==> config.mk <==
export PLATFORM = sky130hd
export DESIGN_NAME = dmem_responder_flat
export DESIGN_NICKNAME = d
export VERILOG_FILES = /design/src/rtl/dmem_responder_if.sv /design/src/rtl/dmem_responder.sv /design/src/flat_wrapper.sv
export SDC_FILE = /design/constraint.sdc
export NUM_CORES = 2
export LEC_CHECK = 0
export CORE_MARGIN = 4
export CORE_UTILIZATION = 55
export DETAILED_ROUTE_END_ITERATION = 10
export DONT_BUFFER_PORTS = 1
export PLACE_DENSITY_LB_ADDON = 0.1
export SLEW_MARGIN = 20
export SYNTH_ARGS = -nofsm -noshare
export SYNTH_HDL_FRONTEND = slang
export SYNTH_SLANG_ARGS = --single-unit
export TNS_END_PERCENT = 1
==> constraint.sdc <==
create_clock -name clk -period 5.9 [get_ports clk]
set_input_delay 0.59 -clock clk [delete_from_list [all_inputs] [get_ports clk]]
set_output_delay 0.59 -clock clk [all_outputs]
set_load 0.02 [all_outputs]
==> src/rtl/dmem_responder_if.sv <==
// Data-memory request/response channel between the MEM stage (master) and the responder (slave).
interface dmem_responder_if;
    logic        req_valid;
    logic        req_ready;
    logic        req_we;
    logic [31:0] req_addr;
    logic [2:0]  req_funct3;
    logic [31:0] req_wdata;
    logic        rsp_valid;
    logic        rsp_ready;
    logic [31:0] rsp_rdata;
    logic        rsp_err;

    modport master (
        output req_valid, req_we, req_addr, req_funct3, req_wdata, rsp_ready,
        input  req_ready, rsp_valid, rsp_rdata, rsp_err
    );
    modport slave (
        input  req_valid, req_we, req_addr, req_funct3, req_wdata, rsp_ready,
        output req_ready, rsp_valid, rsp_rdata, rsp_err
    );
endinterface

==> src/rtl/dmem_responder.sv <==
// Data-memory responder with programmable wait states, byte/half/word lanes and load extension.
// Optional MEM_MISALIGN_TRAP_EN: misaligned half/word accesses return err instead of aligning down.
module dmem_responder #(
    parameter int unsigned DEPTH_WORDS = 64,
    parameter int unsigned LATENCY     = 2
) (
    input  logic             clk,
    input  logic             rst,
    dmem_responder_if.slave  bus,
    output logic             busy
);
    localparam int unsigned IDX_W  = $clog2(DEPTH_WORDS);
    localparam int unsigned ADDR_W = IDX_W + 2;
    localparam int unsigned CNT_W  = 4;
    localparam bit          DIRECT = (LATENCY == 1);

    typedef enum logic [1:0] {IDLE, WAIT, RESP} state_t;

    state_t             state;
    state_t             state_nxt;
    logic [CNT_W-1:0]   cnt;

    logic               lat_we;
    logic [ADDR_W-1:0]  lat_addr;
    logic [2:0]         lat_funct3;
    logic [31:0]        lat_wdata;

    logic [31:0]        mem [DEPTH_WORDS];
    logic [31:0]        rdata_q;
    logic               err_q;

    logic               ready_c;
    logic               accept_c;
    logic               exec_c;
    logic               a_we;
    logic [ADDR_W-1:0]  a_addr;
    logic [2:0]         a_funct3;
    logic [31:0]        a_wdata;
    logic [IDX_W-1:0]   idx_c;
    logic [31:0]        word_c;
    logic [7:0]         byte_c;
    logic [15:0]        half_c;
    logic [31:0]        load_c;
    logic               illegal_c;
    logic               misalign_c;
    logic               err_c;
    logic [3:0]         be_c;
    logic [31:0]        wmask_c;
    logic [31:0]        wdata_c;
    logic               unused_c;

    assign ready_c  = (state == IDLE) && !rst;
    assign accept_c = bus.req_valid && ready_c;
    assign unused_c = ^bus.req_addr[31:ADDR_W];

    // Single-cycle latency executes straight off the bus; otherwise off the latched request.
    always_comb begin
        a_we     = lat_we;
        a_addr   = lat_addr;
        a_funct3 = lat_funct3;
        a_wdata  = lat_wdata;
        exec_c   = (state == WAIT) && (cnt == CNT_W'(1)) && !rst;
        if (DIRECT) begin
            a_we     = bus.req_we;
            a_addr   = bus.req_addr[ADDR_W-1:0];
            a_funct3 = bus.req_funct3;
            a_wdata  = bus.req_wdata;
            exec_c   = accept_c;
        end
    end

    // Lane selection, extension and error decode for the access being executed.
    always_comb begin
        idx_c  = a_addr[ADDR_W-1:2];
        word_c = mem[idx_c];
        half_c = a_addr[1] ? word_c[31:16] : word_c[15:0];
        case (a_addr[1:0])
            2'd0:    byte_c = word_c[7:0];
            2'd1:    byte_c = word_c[15:8];
            2'd2:    byte_c = word_c[23:16];
            default: byte_c = word_c[31:24];
        endcase

        load_c    = '0;
        illegal_c = 1'b0;
        case (a_funct3)
            3'b000:  load_c = {{24{byte_c[7]}}, byte_c};
            3'b001:  load_c = {{16{half_c[15]}}, half_c};
            3'b010:  load_c = word_c;
            3'b100:  load_c = {24'd0, byte_c};
            3'b101:  load_c = {16'd0, half_c};
            default: illegal_c = 1'b1;
        endcase
        if (a_we) illegal_c = (a_funct3 > 3'd2);

`ifdef MEM_MISALIGN_TRAP_EN
        misalign_c = ((a_funct3[1:0] == 2'b01) && a_addr[0]) ||
                     ((a_funct3[1:0] == 2'b10) && (a_addr[1:0] != 2'b00));
`else
        misalign_c = 1'b0;
`endif
        err_c = illegal_c || misalign_c;

        case (a_funct3[1:0])
            2'b00: begin
                be_c    = 4'b0001 << a_addr[1:0];
                wdata_c = {4{a_wdata[7:0]}};
            end
            2'b01: begin
                be_c    = a_addr[1] ? 4'b1100 : 4'b0011;
                wdata_c = {2{a_wdata[15:0]}};
            end
            default: begin
                be_c    = 4'b1111;
                wdata_c = a_wdata;
            end
        endcase
        wmask_c = {{8{be_c[3]}}, {8{be_c[2]}}, {8{be_c[1]}}, {8{be_c[0]}}};
    end

    always_comb begin
        state_nxt = state;
        unique case (state)
            IDLE:    if (accept_c) state_nxt = DIRECT ? RESP : WAIT;
            WAIT:    if (cnt == CNT_W'(1)) state_nxt = RESP;
            RESP:    if (bus.rsp_ready) state_nxt = IDLE;
            default: state_nxt = IDLE;
        endcase
    end

    always_ff @(posedge clk) begin
        if (rst) begin
            state   <= IDLE;
            cnt     <= '0;
            rdata_q <= '0;
            err_q   <= 1'b0;
        end else begin
            state <= state_nxt;
            if (accept_c)
                cnt <= CNT_W'(LATENCY - 1);
            else if (state == WAIT)
                cnt <= cnt - CNT_W'(1);
            if (exec_c) begin
                rdata_q <= (a_we || err_c) ? 32'd0 : load_c;
                err_q   <= err_c;
            end
        end
    end

    // Request capture and storage array are never reset.
    always_ff @(posedge clk) begin
        if (accept_c) begin
            lat_we     <= bus.req_we;
            lat_addr   <= bus.req_addr[ADDR_W-1:0];
            lat_funct3 <= bus.req_funct3;
            lat_wdata  <= bus.req_wdata;
        end
    end

    always_ff @(posedge clk) begin
        if (exec_c && a_we && !err_c)
            mem[idx_c] <= (word_c & ~wmask_c) | (wdata_c & wmask_c);
    end

    assign bus.req_ready = ready_c;
    assign bus.rsp_valid = (state == RESP);
    assign bus.rsp_rdata = rdata_q;
    assign bus.rsp_err   = err_q;
    assign busy          = (state != IDLE);
endmodule

==> src/flat_wrapper.sv <==
// flat-port wrapper written by rule: the top's interface ports become plain ports
module dmem_responder_flat 
#(
    parameter int unsigned DEPTH_WORDS = 64,
    parameter int unsigned LATENCY     = 2
)
  (clk, rst, busy, bus_req_valid, bus_req_we, bus_req_addr, bus_req_funct3, bus_req_wdata, bus_rsp_ready, bus_req_ready, bus_rsp_valid, bus_rsp_rdata, bus_rsp_err);
  dmem_responder_if bus_i ();
  input  logic clk;
  input  logic rst;
  output logic busy;
  input wire logic [$bits(bus_i.req_valid)-1:0] bus_req_valid;
  input wire logic [$bits(bus_i.req_we)-1:0] bus_req_we;
  input wire logic [$bits(bus_i.req_addr)-1:0] bus_req_addr;
  input wire logic [$bits(bus_i.req_funct3)-1:0] bus_req_funct3;
  input wire logic [$bits(bus_i.req_wdata)-1:0] bus_req_wdata;
  input wire logic [$bits(bus_i.rsp_ready)-1:0] bus_rsp_ready;
  output wire logic [$bits(bus_i.req_ready)-1:0] bus_req_ready;
  output wire logic [$bits(bus_i.rsp_valid)-1:0] bus_rsp_valid;
  output wire logic [$bits(bus_i.rsp_rdata)-1:0] bus_rsp_rdata;
  output wire logic [$bits(bus_i.rsp_err)-1:0] bus_rsp_err;
  assign bus_i.req_valid = bus_req_valid;
  assign bus_i.req_we = bus_req_we;
  assign bus_i.req_addr = bus_req_addr;
  assign bus_i.req_funct3 = bus_req_funct3;
  assign bus_i.req_wdata = bus_req_wdata;
  assign bus_i.rsp_ready = bus_rsp_ready;
  assign bus_req_ready = bus_i.req_ready;
  assign bus_rsp_valid = bus_i.rsp_valid;
  assign bus_rsp_rdata = bus_i.rsp_rdata;
  assign bus_rsp_err = bus_i.rsp_err;
  dmem_responder #(.DEPTH_WORDS(DEPTH_WORDS), .LATENCY(LATENCY)) u_core (.clk(clk), .rst(rst), .bus(bus_i), .busy(busy));
endmodule
==> results <==
- The max-slew violation count came to 0.
- Headroom to the max-slew limit came out at a little under a quarter.
- Entering global routing, the biggest net connects 79 pins.
- Once layout is complete, the utilization of the core stands at around 63%.
- From synthesis to final layout, the design area changed by 12.9%.
- The design draws ~0.032 W.
- The maximum vdd drop is slightly below 300 uV.
- The static power due to leakage is 29.6 nW.
- Of the available clock period, the critical path in the final layout requires about three quarters.
- The count of flip-flops with a built-in enable after synthesis is between 2,000 and 2,500.
- Synthesis inferred 2,137 register bits.
- The sequential element share of the synthesized area is 76.3%.
- The slew at the pin closest to its max-slew limit is approximately 1.1 ns.
- Setup repair after global routing left no endpoint under its margin.
- Dividing total power by cell area gives a power density of between 300 and 400 nW/um^2.
- The clock tree skew after final layout is approximately 0.03 ns.
- In the final design database the tool counted about 4,200 nets.
- The number of instances in the synthesized netlist is roughly 3,900.
- The maximum fanout encountered on the critical timing path is 48.
- The final route contains 42,200 vias.
- The post-synthesis net count is about 4,000.
- The maximum count of clock buffers along a single path is 3.
- The number of rows in the core area is 142.
- The async set-reset flop share out of synthesis is 0%.
- The run finished with clean final reports.
- The chip height is ~400 microns.
- The x dimension of the die is 398 microns.
- The count of buffers added on input and output ports is 0.
- The total wire length is about 230,000 microns.
- The accumulated negative setup slack is 0 ns.
- The via count of the first global-routing pass is roughly 42,000.
- The maximum clock frequency is around 220 MHz.
- The global-route usage over all layers is around 29%.
- The master cell of the clock root buffer is clkbuf_16.
- The filler cells instantiated in the layout total slightly above 10,000.
- The number of unique standard cell types used by synthesis is between 60 and 70.
- The Yosys step of the flow raised 0 warnings.
- The worst setup path is captured at a flip-flop.
- After global routing the overflow that remains totals 0.
- In this run, CTS created clock tree buffers numbering roughly 210.
- The area of the core is 150,000 sq um.
- The time the worst path needs with I/O delays and setup is 4.51 ns.
- The number of antenna violations at the first check in global routing is 4.
- On the critical path, the stage with the largest delay is an instance of dfxtp_4.
- The final weighted congestion of routability-driven global placement is 0.967.
- The number of gates resized after CTS was 0.
- The sink count of the clock tree is between 2,000 and 2,500.
- The half-perimeter wire length after detailed placement is between 100,000 and 150,000 microns.
- The signal on the critical path passes through buf_12, buf_12, mux4_2, mux2i_1, a22oi_1, o21ai_0, buf_4, o21ai_0, nand2_1, o21ai_4, buf_4.
- Data on the critical path is required at its endpoint by between 6 and 7 ns.
- The arrival time at the worst endpoint is 5.02 ns.
- The number of endpoints with negative hold slack in the final report came to 0.
- The area occupied by registers is ~64,000 sq um.
- The floorplan die area is approximately 160,000 sq um.
- In this run, the number of DRC markers left after iteration 0 of detailed routing was between 5,000 and 6,000.
- The mean cell area of the mapped netlist is about 22 sq um.
- In the post-synthesis netlist, the biggest area contributors are edfxtp_1, mux4_2, mux2i_1, dfxtp_1, a22oi_1.
- The multi-input combinational cells in the finished layout cover a total of around 19,000 sq um.
- The netlist area before placement is 83,500 sq um.
- The flip-flop cell with the highest count after synthesis is edfxtp_1.
- Setup violations remaining at the end of the flow were counted as 0.
- Of the post-synthesis cell area, the dominant cell type holds 75.3%.
- The class of the most critical hold timing path is input port to flip-flop.
- The max-cap check violation count is 0.
- After clock tree synthesis, the clock-pin slew on the worst setup and hold paths is around 0.06 ns.
- The worst setup path is launched from a flip-flop.
- TritonCTS built the clock tree.
- The detailed-route wire length per cell is between 30 and 40 microns.
- The starting utilization of the core area is a little under three fifths.
- The largest area contributor in the synthesized netlist is edfxtp_1.
- The top-level port count is approximately 110.
- The clock reaches the later pin of the worst-skew pair after slightly above 0.8 ns.
- The first-pass iteration count of the detailed router is 6.
- Counting instances in the post-synthesis netlist gives the leading cell types as edfxtp_1, mux4_2, mux2i_1, nor2_1, nand2_1.
- The count of unresolved DRC violations after routing is 0.
- The share of layout cells above drive strength 1 is between 20% and 30%.
- The post-route antenna net violation count is 0.
- The critical path is of the flip-flop to flip-flop type.
- The largest stage delay on the critical path is roughly 0.8 ns.
- The detail-routed via count per cell is between 6 and 7.
- The dominant cell by count in the synthesized netlist is edfxtp_1.
- CTS built an H-tree with a depth of 4.
- The global-route wire length before repair is between 300,000 and 400,000 microns.
## what timing repair did
action,4_1_cts,5_1_grt
hold buffers,47,0
setup buffers,0,0
endpoints found under the hold margin,89,0
## layout make-up
class	count	area share (%)
timing repair buffer	236	2.35
clock inverter	117	0.958
sequential	2137	67.6
multi-input combinational	1498	20.4
tap	2016	2.68
antenna	4	0.0106
inverter	11	0.0438
clock buffer	275	5.94
## power by group
part | switching [W] | total, W | internal [W]
combinational | 0.00170 | 0.00265 | 0.000953
sequential | 0.0000920 | 0.0171 | 0.0170
clock | 0.00556 | 0.0127 | 0.00712
## worst max-delay path, delay by kind of cell, from the launching register on
family / cells / cell delay [ns]
buffers and inverters: 4 / 1.48
AO/OA/AOI/OAI: 4 / 1.26
flip-flops: 1 / 0.78
multiplexers: 2 / 0.36
AND/OR/NAND/NOR: 1 / 0.15
## per-stage QoR
step                      area [sq um]  hold slack (ns)  worst slack (ns)  instances
after global placement           87100            0.516              1.56       5845
after floorplan                  83500            0.473             0.631       3856
after global routing             94200           0.0260              1.26       6290
after CTS                        94100          0.00591              1.42       6287
final                            94300           0.0525              1.39       6294
after detailed placement         87100            0.524              1.45       5848
## worst paths after layout
path / start / endpoint / slack [ns] / cells past startpoint
worst min-delay path: rst / u_core.state[1] / 0.05 / 2
worst max register to register: flip-flop / u_core.mem[33][12] / 1.39 / 11
worst max-delay path: flip-flop / u_core.mem[33][12] / 1.39 / 11
worst min register to register: u_core.cnt[1] / u_core.cnt[1] / 0.55 / 2
## metal layers
metal	GRT usage, %	up-vias	share of wire, %
li1	-	16800	-
met2	44.7	2410	47
met5	0	-	0
met4	10.1	0	3.8
met1	41.7	22600	39
met3	6.06	411	9.9
## cells by family after synthesis
family / count (synthesis) / share of synthesized area, %
flops: 2137 / 76.3
compound gates: 343 / 2.73
simple gates: 407 / 2.22
fa+ha+maj: 2 / 0.0300
buf+inv: 221 / 1.59
mux: 746 / 17.1
## state kept, by name (all words and copies together), names as in the netlist, named ones only
name / count
u_core.bus.rsp_err: 1
u_core.bus.rsp_rdata: 32
u_core.a_funct3: 3
u_core.a_addr: 8
u_core.state: 2
u_core.a_we: 1
u_core.cnt: 4
u_core.a_wdata: 32
u_core.mem: 2048
## cells in the final DEF (no fill, tap or decap), types with 45 or more instances in the layout
master and n:
nand3_1 45, clkbuf_1 58, mux2i_1 172, buf_4 166, mux4_2 536, nor2_4 64, dlygate4sd3_1 46, clkinv_1 49
edfxtp_1 2092, a22oi_1 93, nor2_1 70, a21oi_1 60, clkbuf_16 213, nand2_1 132
Note: power is estimated with default switching activity, not from simulation.
